**src/rtl/tracer_nibble_host_pkg.sv**
```systemverilog
// rtl/tracer_nibble_host_pkg.sv - shared constants, state type and nibble select for the tracer host
// Contents:
//   Q6.10 format widths, wrapper pad widths, wrapper step numbers,
//   state_t   : host FSM states
//   nibble_at : nibble idx of an operand, idx 0 = most significant nibble
package tracer_pkg;

   localparam int Q_INT    = 6;
   localparam int Q_FRAC   = 10;
   localparam int Q_W      = Q_INT + Q_FRAC;
   localparam int NIBBLE_W = 4;
   localparam int BYTE_W   = 8;

   // Wrapper steps at which the low and high result bytes are presented.
   localparam int STEP_LO  = 4;
   localparam int STEP_HI  = 5;

   typedef enum logic [1:0] {
      IDLE,
      LOAD,
      CAP_LO,
      CAP_HI
   } state_t;

   function automatic logic [NIBBLE_W-1:0] nibble_at(input logic [Q_W-1:0] op,
                                                     input logic [1:0]     idx);
      logic [Q_W-1:0] shifted;
      shifted = op << (NIBBLE_W * int'(idx));
      return shifted[Q_W-1 -: NIBBLE_W];
   endfunction

endpackage

```
**src/rtl/tracer_nibble_host_if.sv**
```systemverilog
// rtl/tracer_nibble_host_if.sv - operand and result streams of the tracer host
// Signals:
//   s_data/s_abs/s_valid/s_ready : operand stream (Q6.10 + abs flag)
//   m_data/m_valid/m_ready       : reciprocal result stream (Q6.10)
// Modports:
//   master : producer of operands / consumer of results
//   slave  : the tracer host itself
interface tracer_nibble_host_if;
   import tracer_pkg::*;

   logic [Q_W-1:0] s_data;
   logic           s_abs;
   logic           s_valid;
   logic           s_ready;
   logic [Q_W-1:0] m_data;
   logic           m_valid;
   logic           m_ready;

   modport master (
      output s_data, s_abs, s_valid, m_ready,
      input  s_ready, m_data, m_valid
   );

   modport slave (
      input  s_data, s_abs, s_valid, m_ready,
      output s_ready, m_data, m_valid
   );

endinterface

```
**src/rtl/tracer_nibble_host.sv**
```systemverilog
// rtl/tracer_nibble_host.sv - feeds one operand at a time into the nibble-serial tracer wrapper and collects its result
// Ports:
//   clk      : clock shared with the tracer wrapper
//   reset    : asynchronous active-high reset
//   bus      : operand/result streams (slave modport)
//   t_reset  : wrapper synchronous reset
//   t_abs    : wrapper abs mode, held for the whole operation
//   t_nibble : wrapper nibble input, MSB nibble first
//   t_byte   : wrapper output byte (low byte at step 4, high byte at step 5)
//   busy     : an operation is in flight
module tracer_nibble_host
   import tracer_pkg::*;
#(
   parameter bit IDLE_HOLD_RESET = 1'b1
) (
   input  logic                clk,
   input  logic                reset,
   tracer_nibble_host_if.slave bus,
   output logic                t_reset,
   output logic                t_abs,
   output logic [NIBBLE_W-1:0] t_nibble,
   input  logic [BYTE_W-1:0]   t_byte,
   output logic                busy
);

   state_t              state_q, state_d;
   logic [1:0]          phase_q, phase_d;
   logic [Q_W-1:0]      op_q, op_d;
   logic [Q_W-1:0]      m_data_q, m_data_d;
   logic                m_valid_q, m_valid_d;
   logic                t_reset_d, t_abs_d;
   logic [NIBBLE_W-1:0] t_nibble_d;
   logic                s_ready;
   logic                accept;

   assign bus.s_ready = s_ready;
   assign bus.m_data  = m_data_q;
   assign bus.m_valid = m_valid_q;

   always_comb begin
      state_d    = state_q;
      phase_d    = phase_q;
      op_d       = op_q;
      m_data_d   = m_data_q;
      m_valid_d  = m_valid_q;
      t_reset_d  = t_reset;
      t_abs_d    = t_abs;
      t_nibble_d = t_nibble;

      busy = (state_q != IDLE);
      // Without a held reset the wrapper is only step-aligned when t_reset
      // was high during the accept cycle, so accept waits for it.
      s_ready = (state_q == IDLE) && (!m_valid_q || bus.m_ready) &&
                (IDLE_HOLD_RESET || t_reset);
      accept  = bus.s_valid && s_ready;

      if (m_valid_q && bus.m_ready)
         m_valid_d = 1'b0;

      case (state_q)
         IDLE: begin
            if (accept) begin
               op_d       = bus.s_data;
               t_abs_d    = bus.s_abs;
               t_reset_d  = 1'b0;
               t_nibble_d = nibble_at(bus.s_data, 2'd0);
               phase_d    = 2'd0;
               state_d    = LOAD;
            end else if (IDLE_HOLD_RESET) begin
               t_reset_d = 1'b1;
            end else begin
               // Arm the wrapper reset one cycle ahead of a pending operand.
               t_reset_d = bus.s_valid;
            end
         end
         LOAD: begin
            if (phase_q == 2'(STEP_LO - 1)) begin
               t_nibble_d = '0;
               state_d    = CAP_LO;
            end else begin
               phase_d    = phase_q + 2'd1;
               t_nibble_d = nibble_at(op_q, phase_q + 2'd1);
            end
         end
         CAP_LO: begin
            m_data_d[BYTE_W-1:0] = t_byte;
            state_d              = CAP_HI;
         end
         CAP_HI: begin
            m_data_d[Q_W-1:BYTE_W] = t_byte;
            m_valid_d              = 1'b1;
            t_reset_d              = 1'b1;
            state_d                = IDLE;
         end
         default: state_d = IDLE;
      endcase
   end

   always_ff @(posedge clk or posedge reset) begin
      if (reset) begin
         state_q   <= IDLE;
         phase_q   <= '0;
         op_q      <= '0;
         m_data_q  <= '0;
         m_valid_q <= 1'b0;
         t_reset   <= 1'b1;
         t_abs     <= 1'b0;
         t_nibble  <= '0;
      end else begin
         state_q   <= state_d;
         phase_q   <= phase_d;
         op_q      <= op_d;
         m_data_q  <= m_data_d;
         m_valid_q <= m_valid_d;
         t_reset   <= t_reset_d;
         t_abs     <= t_abs_d;
         t_nibble  <= t_nibble_d;
      end
   end

endmodule

```
**src/flat_wrapper.sv**
```systemverilog
// flat-port wrapper written by rule: the top's interface ports become plain ports
module tracer_nibble_host_flat import tracer_pkg::*;
#(
   parameter bit IDLE_HOLD_RESET = 1'b1
)
  (clk, reset, t_reset, t_abs, t_nibble, t_byte, busy, bus_s_data, bus_s_abs, bus_s_valid, bus_m_ready, bus_s_ready, bus_m_data, bus_m_valid);
  tracer_nibble_host_if bus_i ();
  input  logic clk;
  input  logic reset;
  output logic t_reset;
  output logic t_abs;
  output logic [NIBBLE_W-1:0] t_nibble;
  input  logic [BYTE_W-1:0] t_byte;
  output logic busy;
  input wire logic [$bits(bus_i.s_data)-1:0] bus_s_data;
  input wire logic [$bits(bus_i.s_abs)-1:0] bus_s_abs;
  input wire logic [$bits(bus_i.s_valid)-1:0] bus_s_valid;
  input wire logic [$bits(bus_i.m_ready)-1:0] bus_m_ready;
  output wire logic [$bits(bus_i.s_ready)-1:0] bus_s_ready;
  output wire logic [$bits(bus_i.m_data)-1:0] bus_m_data;
  output wire logic [$bits(bus_i.m_valid)-1:0] bus_m_valid;
  assign bus_i.s_data = bus_s_data;
  assign bus_i.s_abs = bus_s_abs;
  assign bus_i.s_valid = bus_s_valid;
  assign bus_i.m_ready = bus_m_ready;
  assign bus_s_ready = bus_i.s_ready;
  assign bus_m_data = bus_i.m_data;
  assign bus_m_valid = bus_i.m_valid;
  tracer_nibble_host #(.IDLE_HOLD_RESET(IDLE_HOLD_RESET)) u_core (.clk(clk), .reset(reset), .bus(bus_i), .t_reset(t_reset), .t_abs(t_abs), .t_nibble(t_nibble), .t_byte(t_byte), .busy(busy));
endmodule
```
**config.mk**
```make
export PLATFORM = sky130hd
export DESIGN_NAME = tracer_nibble_host_flat
export DESIGN_NICKNAME = d
export VERILOG_FILES = /design/src/rtl/tracer_nibble_host_pkg.sv /design/src/rtl/tracer_nibble_host_if.sv /design/src/rtl/tracer_nibble_host.sv /design/src/flat_wrapper.sv
export SDC_FILE = /design/constraint.sdc
export NUM_CORES = 1
export LEC_CHECK = 0
export ABC_AREA = 1
export CELL_PAD_IN_SITES_DETAIL_PLACEMENT = 1
export CELL_PAD_IN_SITES_GLOBAL_PLACEMENT = 1
export CORE_ASPECT_RATIO = 1.1
export CORE_MARGIN = 2
export CORE_UTILIZATION = 38
export DETAILED_ROUTE_END_ITERATION = 8
export PLACE_DENSITY_LB_ADDON = 0.1
export SYNTH_ARGS = -nofsm -noshare
export SYNTH_HDL_FRONTEND = slang
export SYNTH_SLANG_ARGS = --single-unit
```
**constraint.sdc**
```tcl
create_clock -name clk -period 2.5 [get_ports clk]
set_clock_uncertainty 0.1 [all_clocks]
set_input_delay 0.375 -clock clk [delete_from_list [all_inputs] [get_ports clk]]
set_output_delay 0.375 -clock clk [all_outputs]
set_load 0.005 [all_outputs]
```
==> impl_table.tex, run 1 <==
\begin{tabular}{lr}
\hline
Metric & Value \\
\hline
\multicolumn{2}{l}{\textbf{Finish}} \\
Ant diodes & 0 \\
Area of the multi-input gates & a little under 800 sq um \\
Register Area & 1080 sq um \\
Share of cells above drive strength 1 & between 10 and 15\% \\
Number of inserted filler cells in the final layout & between 500 and 600 \\
Final std cells w/o fill & approximately 340 \\
Layout Nets & between 300 and 400 \\
Area growth from synthesis to layout & 33.7\% \\
\multicolumn{2}{l}{\textbf{Timing}} \\
Final Cycle Share & 94.0\% \\
Final-layout setup total negative slack & 0 ns \\
RSZ-0062 raised after global routing & false \\
Shortest clock period the worst path allows after layout & between 2 and 2.5 ns \\
Tightest Pin Transition & 0.554 ns \\
Final hold viol count & 0 \\
Final-report setup violation count & 0 \\
Max-slew violation total from the final report & 0 \\
Relative slew margins & 63.1\% \\
Achievable frequency & between 400 and 500 MHz \\
\multicolumn{2}{l}{\textbf{Clock network}} \\
Root buf cell & clkbuf\_8 \\
Post-CTS Hold Fix Bufs & 0 \\
Number of clock sinks & 43 \\
CTS buffer count & 5 \\
Clock transition time at the flip-flop clock pins of the worst setup and hold paths & 0.08 ns \\
Buffer count from post-CTS setup fixing & 0 \\
Clock tree from TritonCTS & built \\
Maximum clock insertion buffer count & 2 \\
Insertion delay of the later-clocked pin in the worst-skew pair & approximately 0.30 ns \\
Clock H-tree levels & 2 \\
Cells resized by post-CTS repair & 0 \\
\multicolumn{2}{l}{\textbf{Synthesis}} \\
Mean post-synth cell area & around 8.9 sq um \\
Count of distinct cell types in the synthesized netlist & 21 \\
Mapped Cells & 228 \\
Synthesized Nets & 263 \\
Sequential fraction of the synthesis area & a little over half \\
Synth warnings & 0 \\
Flops \& latches, synth & between 40 and 50 \\
Cell Area, Synth & slightly above 2000 sq um \\
\multicolumn{2}{l}{\textbf{Floorplan}} \\
Num ports & 54 \\
Floorplan die width & around 74 um \\
Chip Height & slightly above 80 um \\
Die area & approximately 5900 sq um \\
Placement row count & 27 \\
Initial core utilization & about 40\% \\
Area of the core region & roughly 5100 sq um \\
\multicolumn{2}{l}{\textbf{Global route}} \\
First-pass GRT wire length & approximately 8 mm \\
Global-route congestion overflow total & 0 \\
Vias in the first global route & between 1,500 and 2,000 \\
Total track usage & roughly 18\% \\
Maximum number of pins on one net before global-route repair & between 40 and 50 \\
Initial antenna violation count & 0 \\
\multicolumn{2}{l}{\textbf{Route}} \\
Remaining antenna violation count & 0 \\
Length of the first detailed-routing pass in iterations & 4 \\
Via density per instance & around 4.8 \\
Post-detailed-route wirelength per cell & $\sim$14 um \\
Iteration-0 DRC Markers & 62 \\
Residual DRC & 0 \\
Total routed wirelength & 4.63 mm \\
Total via count after detailed routing & about 1,600 \\
\multicolumn{2}{l}{\textbf{Critical path}} \\
Worst setup slack for register-to-register paths & 0.80 ns \\
Type of the setup path with the least slack & reg -> out \\
Critical Path End Type & primary output \\
Maximum fanout count along the critical path & 4 \\
Critical Path Start Type & flip-flop \\
Critical path launch point & u\_core.state\_q[0]\$\_DFFE\_PP0P\_ \\
Data arrival time of the worst path & between 1.5 and 2 ns \\
Worst path required time & 2.03 ns \\
Crit Reg-Reg Startpoint & u\_core.state\_q[0]\$\_DFFE\_PP0P\_ \\
\multicolumn{2}{l}{\textbf{Power and ir drop}} \\
Leak pwr & $\sim$0.0013 uW \\
Max VDD drop & $\sim$580 uV \\
Power density over cell area & around 1300 nW/um\^{}2 \\
Power consumption & about 3400 uW \\
\multicolumn{2}{l}{\textbf{Placed design}} \\
Routability congestion estimate from global placement & 0.714 \\
Cells after DPL & between 300 and 400 \\
HPWL reported at the end of detailed placement & between 3 and 4 mm \\
Count of input and output buffers & 53 \\
\multicolumn{2}{l}{\textbf{Hold path}} \\
Min-Delay Startpoint & u\_core.bus.m\_data[10]\$\_DFFE\_PP0P\_ \\
Worst min path class & reg -> reg \\
\multicolumn{2}{l}{\textbf{Outcome}} \\
Outcome & finished, final reports clean \\
\multicolumn{2}{l}{\textbf{Run}} \\
Max-Cap Viols & 0 \\
\hline
\end{tabular}
## critical path, cell delays in order (launching register included)
cell and delay [ns]:
dfrtp_1 0.43, inv_1 0.12, ha_1 0.21, inv_1 0.11, a21oi_1 0.18, clkdlybuf4s50_1 0.53
## flip-flops by register name, summed over array words and instances (netlist names)
signal / count
u_core.bus.m_data: 16
u_core.bus.m_valid: 1
u_core.op_q: 16
u_core.phase_q: 2
u_core.state_q: 2
u_core.t_abs: 1
u_core.t_nibble: 4
u_core.t_reset: 1
## synth_stat cells
library cell	number	area, sq um
dfrtp_1	42	1050
a21oi_2	9	78.8
o21ai_0	7	35.0
o21ai_2	1	8.76
nor2_1	21	78.8
clkinv_1	1	3.75
nand2_2	3	18.8
a21oi_1	12	60.1
inv_2	3	11.3
buf_4	1	7.51
dfstp_2	1	26.3
o21ai_1	2	10.0
nand3_2	1	10.0
nand3_1	9	45.0
inv_1	27	101
nor2_4	1	11.3
buf_2	4	20.0
buf_6	3	33.8
nand2_1	66	248
mux2_2	8	90.1
ha_1	6	75.1
## layer usage
metal | share of wire [%] | vias to the layer above | GRT usage, % | wire length (um)
met5 | 0 | - | 0 | 0
met4 | 1.1 | 0 | 4.36 | 50
met3 | 7.0 | 7 | 6.27 | 325
met2 | 49 | 40 | 30.1 | 2280
met1 | 43 | 768 | 20.7 | 1970
li1 | - | 814 | - | -
## path summary, 6_finish.rpt
kind,depth (start not counted),end
worst min-delay path,2,u_core.bus.m_data[10]$_DFFE_PP0P_
min in group asynchronous,3,u_core.op_q[7]$_DFFE_PP0P_
worst min register to register,2,u_core.bus.m_data[10]$_DFFE_PP0P_
max in group asynchronous,3,u_core.t_reset$_DFFE_PP1P_
worst max-delay path,5,bus_s_ready
worst max register to register,6,u_core.op_q[10]$_DFFE_PP0P_
## logic make-up (layout without fill, tap and decap cells)
kind of cell             Yosys count  in the layout  synth area share (%)
AO/OA/AOI/OAI                     31             31                  9.52
adder cells (fa/ha/maj)            6              6                  3.71
buffers and inverters             39             95                  8.78
flip-flops                        43             43                  53.2
multiplexers                       8              8                  4.45
AND/OR/NAND/NOR                  101            101                  20.3
## cells in the final DEF (no fill, tap or decap)
cell,instances
clkinv_1,1
o21ai_2,1
a21oi_1,12
nor2_1,21
bufinv_16,1
nand3_1,9
nand3_2,1
inv_2,3
nor2_4,1
ha_1,6
o21ai_1,2
nand2_1,66
buf_4,3
clkbuf_8,6
o21ai_0,7
clkdlybuf4s50_1,53
dfstp_2,1
mux2_2,8
a21oi_2,9
clkinv_2,1
dfrtp_1,42
inv_1,27
nand2_2,3
## report_power, final
group / switching (uW) / internal, uW / leakage [uW]
combinational: 831 / 813 / 0.000748
clock: 242 / 323 / 0.0000612
sequential: 173 / 1040 / 0.000502
total: 1250 / 2180 / 0.00131
## stage by stage
step / hold slack [ns] / setup slack, ns / utilization (%) / area (sq um)
after floorplan: 0.348 / 1.02 / - / 2020
after global placement: 0.345 / 0.467 / 51.1 / 2590
after detailed placement: 0.361 / 0.441 / 51.1 / 2590
after CTS: 0.379 / 0.128 / 53.4 / 2710
after global routing: 0.405 / 0.0340 / 53.4 / 2710
final: 0.373 / 0.150 / 53.4 / 2710
## area by class of cell
class	count	share of cell area, %
Clock buffer	6	3.05
Clock inverter	2	1.29
Inverter	31	4.30
Multi-Input combinational cell	146	28.4
Sequential cell	43	39.8
Tap cell	58	2.68
Timing Repair Buffer	56	20.4
(Power assumes the default switching activity.)
==> inputs of run 2 (changes only) <==
- REMOVE_ABC_BUFFERS: unset -> 1
==> impl_table.tex, run 2 (same netlist as run 1, synthesis figures left out) <==
\begin{tabular}{lr}
\hline
Metric & Value \\
\hline
\multicolumn{2}{l}{\textbf{Run}} \\
Max-Cap Viols & 0 \\
\multicolumn{2}{l}{\textbf{Route}} \\
Post-detailed-route wirelength per cell & 13.5 um \\
Length of the first detailed-routing pass in iterations & 4 \\
Iteration-0 DRC Markers & 75 \\
Via density per instance & between 4 and 5 \\
Remaining antenna violation count & 0 \\
Total via count after detailed routing & 1,622 \\
Total routed wirelength & roughly 4.6 mm \\
Residual DRC & 0 \\
\multicolumn{2}{l}{\textbf{Clock network}} \\
Insertion delay of the later-clocked pin in the worst-skew pair & $\sim$0.30 ns \\
Maximum clock insertion buffer count & 2 \\
Buffer count from post-CTS setup fixing & 0 \\
Root buf cell & clkbuf\_8 \\
Post-CTS Hold Fix Bufs & 0 \\
Number of clock sinks & 43 \\
Cells resized by post-CTS repair & 0 \\
Clock transition time at the flip-flop clock pins of the worst setup and hold paths & $\sim$0.08 ns \\
Clock tree from TritonCTS & built \\
Clock H-tree levels & 2 \\
CTS buffer count & 5 \\
\multicolumn{2}{l}{\textbf{Power and ir drop}} \\
Leak pwr & around 0.0013 uW \\
Power consumption & about 3300 uW \\
Power density over cell area & between 1000 and 1500 nW/um\^{}2 \\
Max VDD drop & between 400 and 500 uV \\
\multicolumn{2}{l}{\textbf{Timing}} \\
Worst hold slack across all endpoints & 0.378 ns \\
RSZ-0062 raised after global routing & false \\
Shortest clock period the worst path allows after layout & approximately 2.3 ns \\
Final-report setup violation count & 0 \\
Tightest Pin Transition & 0.563 ns \\
Max-slew violation total from the final report & 0 \\
Final-layout setup total negative slack & 0 ns \\
Achievable frequency & $\sim$430 MHz \\
Final Cycle Share & a little over 90\% \\
Relative slew margins & 62.5\% \\
Final hold viol count & 0 \\
\multicolumn{2}{l}{\textbf{Floorplan}} \\
Chip Height & between 80 and 90 um \\
Placement row count & 27 \\
Area of the core region & about 5000 sq um \\
Die area & around 5900 sq um \\
Floorplan die width & between 70 and 80 um \\
Initial core utilization & approximately 40\% \\
Num ports & 54 \\
\multicolumn{2}{l}{\textbf{Critical path}} \\
Critical Path End Type & primary output \\
Type of the setup path with the least slack & reg -> out \\
Maximum fanout count along the critical path & 4 \\
Critical Path Start Type & flip-flop \\
R2r endpoint & u\_core.state\_q[1]\$\_DFFE\_PP0P\_ \\
Worst setup slack for register-to-register paths & between 0.7 and 0.8 ns \\
Crit Reg-Reg Startpoint & u\_core.state\_q[0]\$\_DFFE\_PP0P\_ \\
Data arrival time of the worst path & roughly 1.9 ns \\
Cell depth of the worst flop-to-flop path & 6 \\
Worst path required time & slightly above 2 ns \\
\multicolumn{2}{l}{\textbf{Global route}} \\
Global-route congestion overflow total & 0 \\
Maximum number of pins on one net before global-route repair & 44 \\
Initial antenna violation count & 0 \\
First-pass GRT wire length & 7.98 mm \\
Total track usage & between 10\% and 20\% \\
Vias in the first global route & around 1,800 \\
\multicolumn{2}{l}{\textbf{Finish}} \\
Layout Nets & about 320 \\
Ant diodes & 0 \\
Final std cells w/o fill & approximately 340 \\
Area growth from synthesis to layout & 32.8\% \\
Area of the multi-input gates & slightly below 800 sq um \\
Most common library cell in the layout ignoring fill and taps & nand2\_1 \\
Commonest non-fill, non-tap cells in the layout & 66 x nand2\_1, 53 x clkdlybuf4s50\_1, 42 x dfrtp\_1, 26 x inv\_1, 21 x nor2\_1 \\
Core Util, Final & between 50\% and 60\% \\
Number of inserted filler cells in the final layout & about 630 \\
Register Area & around 1100 sq um \\
Share of cells above drive strength 1 & a little over an eighth \\
\multicolumn{2}{l}{\textbf{Placed design}} \\
Count of input and output buffers & between 50 and 60 \\
HPWL reported at the end of detailed placement & between 3 and 4 mm \\
Cells after DPL & 334 \\
Routability congestion estimate from global placement & 0.712 \\
\multicolumn{2}{l}{\textbf{Hold path}} \\
Worst min path class & reg -> reg \\
Min-Delay Startpoint & u\_core.bus.m\_data[12]\$\_DFFE\_PP0P\_ \\
Worst hold path endpoint & u\_core.bus.m\_data[12]\$\_DFFE\_PP0P\_ \\
Depth of the worst hold-timing path & 2 \\
\multicolumn{2}{l}{\textbf{Outcome}} \\
Outcome & finished, final reports clean \\
\hline
\end{tabular}
==> run 2: worst max-delay path by stage <==
stage,startpoint,endpoint
floorplan,u_core.state_q[0]$_DFFE_PP0P_,u_core.state_q[0]$_DFFE_PP0P_
global placement,bus_m_ready,bus_s_ready
detailed placement,bus_m_ready,bus_s_ready
CTS,u_core.state_q[0]$_DFFE_PP0P_,bus_s_ready
global route,u_core.state_q[0]$_DFFE_PP0P_,bus_s_ready
finish,u_core.state_q[0]$_DFFE_PP0P_,bus_s_ready
==> run 2: cell type report <==
class,instances,area share [%]
Sequential cell,43,40.1
Inverter,31,4.33
Tap cell,58,2.70
Clock buffer,8,3.72
Timing Repair Buffer,56,20.6
Multi-Input combinational cell,146,28.6
==> run 2: routing by layer <==
metal	part of all wire [%]	GRT usage, %	up-vias
li1	-	-	808
met1	42	19.5	774
met2	50	30.8	33
met3	5.9	6.40	7
met4	1.5	6.18	0
met5	0	0	-
==> run 2: critical path: stages (launching register included) <==
cell,delay [ns]
dfrtp_1,0.42
inv_1,0.13
ha_1,0.22
inv_1,0.10
a21oi_1,0.17
clkdlybuf4s50_1,0.53
==> run 2: per-stage QoR <==
| stage | cell area (sq um) | worst slack (ns) |
|---|---|---|
| global placement | 2590 | 0.472 |
| floorplan | 1960 | 0.597 |
| detailed placement | 2590 | 0.456 |
| global route | 2690 | 0.0219 |
| CTS | 2690 | 0.148 |
| finish | 2690 | 0.171 |
==> run 2: power by group <==
group	switching, uW	leakage (uW)	total [uW]	internal [uW]
Sequential	176	0.000502	1220	1040
Clock	238	0.0000515	491	252
Combinational	829	0.000744	1640	813
Total	1240	0.00130	3350	2110
==> inputs of run 3 (changes only) <==
- CORE_UTILIZATION: 38 -> 32
- RECOVER_POWER: unset -> 25
- clock period: 2.5 -> 1.85 ns (I/O delays scaled with it)
==> impl_table.tex, run 3 (same netlist as run 1, synthesis figures left out) <==
\begin{tabular}{lr}
\hline
Metric & Value \\
\hline
\multicolumn{2}{l}{\textbf{Power and ir drop}} \\
Net switching fraction of the power & approximately 36\% \\
Clock group share of total power & 13.9\% \\
Net switching power & 1700 uW \\
Pint & around 3000 uW \\
Sequential power share & 34.6\% \\
Comb pwr share & between 50\% and 60\% \\
Max VDD drop & a little over 600 uV \\
Power density over cell area & 1660 nW/um\^{}2 \\
Power consumption & about 4700 uW \\
Leak pwr & around 0.0014 uW \\
\multicolumn{2}{l}{\textbf{Placed design}} \\
HPWL reported at the end of detailed placement & between 3 and 4 mm \\
Routability congestion estimate from global placement & 0.692 \\
Placed Instance Area & 2710 sq um \\
Count of input and output buffers & between 50 and 60 \\
\multicolumn{2}{l}{\textbf{Global route}} \\
Global-route congestion overflow total & 0 \\
Maximum number of pins on one net before global-route repair & between 40 and 50 \\
Initial antenna violation count & 0 \\
Total track usage & $\sim$15\% \\
Vias in the first global route & between 1,500 and 2,000 \\
First-pass GRT wire length & around 8 mm \\
\multicolumn{2}{l}{\textbf{Route}} \\
Remaining antenna violation count & 0 \\
Residual DRC & 0 \\
Length of the first detailed-routing pass in iterations & 4 \\
Total routed wirelength & between 4 and 5 mm \\
Post-detailed-route wirelength per cell & around 13 um \\
Via density per instance & $\sim$4.4 \\
Iteration-0 DRC Markers & between 40 and 50 \\
Total via count after detailed routing & roughly 1,600 \\
\multicolumn{2}{l}{\textbf{Timing}} \\
Worst hold slack across all endpoints & around 0.37 ns \\
Achievable frequency & 565 MHz \\
Final-report setup violation count & 0 \\
Max-slew violation total from the final report & 0 \\
Final Cycle Share & about 96\% \\
Relative slew margins & 29.1\% \\
Final-layout setup total negative slack & 0 ns \\
Tightest Pin Transition & $\sim$1.1 ns \\
Shortest clock period the worst path allows after layout & between 1.5 and 2 ns \\
Final hold viol count & 0 \\
\multicolumn{2}{l}{\textbf{Finish}} \\
Share of cells above drive strength 1 & around 18\% \\
Layout Nets & $\sim$330 \\
Ant diodes & 0 \\
Finished layout cell area & 2810 sq um \\
Commonest non-fill, non-tap cells in the layout & 66 x nand2\_1, 50 x clkdlybuf4s50\_1, 42 x dfrtp\_1, 24 x inv\_1, 21 x nor2\_1 \\
Area growth from synthesis to layout & 38.9\% \\
Number of inserted filler cells in the final layout & around 760 \\
Most common library cell in the layout ignoring fill and taps & nand2\_1 \\
\multicolumn{2}{l}{\textbf{Critical path}} \\
Series of cell instances along the critical path & inv\_2 -> ha\_2 -> inv\_1 -> buf\_4 -> dlygate4sd2\_1 \\
Data arrival time of the worst path & about 1.4 ns \\
Worst path required time & around 1.5 ns \\
Critical path's largest stage delay & around 0.41 ns \\
Critical Path End Type & primary output \\
Type of the setup path with the least slack & reg -> out \\
Maximum fanout count along the critical path & 3 \\
Master of the slowest instance on the critical path & dfrtp\_1 \\
Critical Path Start Type & flip-flop \\
\multicolumn{2}{l}{\textbf{Clock network}} \\
CTS buffer count & 5 \\
Clock tree from TritonCTS & built \\
Number of clock sinks & 43 \\
Root buf cell & clkbuf\_8 \\
Post-CTS Hold Fix Bufs & 0 \\
Clock H-tree levels & 2 \\
Clock transition time at the flip-flop clock pins of the worst setup and hold paths & about 0.080 ns \\
Insertion delay of the later-clocked pin in the worst-skew pair & approximately 0.29 ns \\
Maximum clock insertion buffer count & 2 \\
\multicolumn{2}{l}{\textbf{Floorplan}} \\
Floorplan die width & 79.8 um \\
Chip Height & slightly below 90 um \\
Num ports & 54 \\
Die area & about 7000 sq um \\
Placement row count & 30 \\
Initial core utilization & 32.9\% \\
Area of the core region & 6160 sq um \\
\multicolumn{2}{l}{\textbf{Hold path}} \\
Worst min path class & reg -> reg \\
\multicolumn{2}{l}{\textbf{Outcome}} \\
Outcome & finished, final reports clean \\
\multicolumn{2}{l}{\textbf{Run}} \\
Max-Cap Viols & 0 \\
\hline
\end{tabular}
[run 3: cell count changes in the layout (fill, tap and decap cells not counted), moves of 2 or more]
cell	before	now
buf_4	3	12
clkdlybuf4s50_1	53	50
dlygate4sd2_1	0	2
inv_1	26	24
inv_2	3	5
[run 3: layout make-up]
class                           instances  area (sq um)  share of cell area [%]
Clock buffer                            8           100                    3.56
Multi-Input combinational cell        146           776                    27.6
Tap cell                               80           100                    3.56
Timing Repair Buffer                   67           643                    22.9
Sequential cell                        43          1080                    38.3
Inverter                               31           116                    4.14
[run 3: routing by layer]
metal / track usage [%] / share of wire (%) / wire, um / vias to the layer above
li1: - / - / - / 830
met1: 15.8 / 41 / 1940 / 779
met2: 27.3 / 51 / 2440 / 33
met3: 5.39 / 6.5 / 310 / 6
met4: 4.62 / 1.3 / 61 / 0
met5: 0 / 0 / 0 / -
[run 3: critical path: cells and delay by family, from the launching register on]
kind | cells | cell delay (ns)
fa+ha+maj | 1 | 0.17
buf+inv | 4 | 0.53
flops | 1 | 0.41
[run 3: what timing repair did]
item	CTS	global route
setup endpoints to repair	2	2
setup buffers	0	2
gates resized for setup	3	3
[run 3: worst paths after layout]
| check | startpoint | to | depth (start not counted) | slack, ns |
|---|---|---|---|---|
| max in group asynchronous | reset | u_core.op_q[2]$_DFFE_PP0P_ | 3 | 0.34 |
| hold reg to reg | u_core.bus.m_data[11]$_DFFE_PP0P_ | u_core.bus.m_data[11]$_DFFE_PP0P_ | 2 | 0.37 |
| hold / removal | u_core.bus.m_data[11]$_DFFE_PP0P_ | u_core.bus.m_data[11]$_DFFE_PP0P_ | 2 | 0.37 |
| min in group asynchronous | reset | u_core.op_q[0]$_DFFE_PP0P_ | 3 | 0.66 |
| setup reg to reg | u_core.state_q[0]$_DFFE_PP0P_ | u_core.bus.m_data[3]$_DFFE_PP0P_ | 4 | 0.28 |
| setup / recovery | u_core.state_q[1]$_DFFE_PP0P_ | busy | 5 | 0.08 |
[run 3: power groups by stage]
stage	clock, uW	combinational [uW]	sequential, uW
6_report	651	2410	1620
5_1_grt	724	2750	1680
4_1_cts	689	2440	1620
3_5_place_dp	0	2440	1640
3_3_place_gp	0	2400	1620
2_1_floorplan	0	1260	1640
[run 3: stage by stage]
stage	instances	util, %	worst slack, ns
2_1_floorplan	220	-	-0.0532
3_3_place_gp	365	44.0	0.0228
3_5_place_dp	365	44.0	-0.0410
4_1_cts	373	45.6	0.0208
5_1_grt	375	45.7	-0.00648
6_report	375	45.7	0.0791
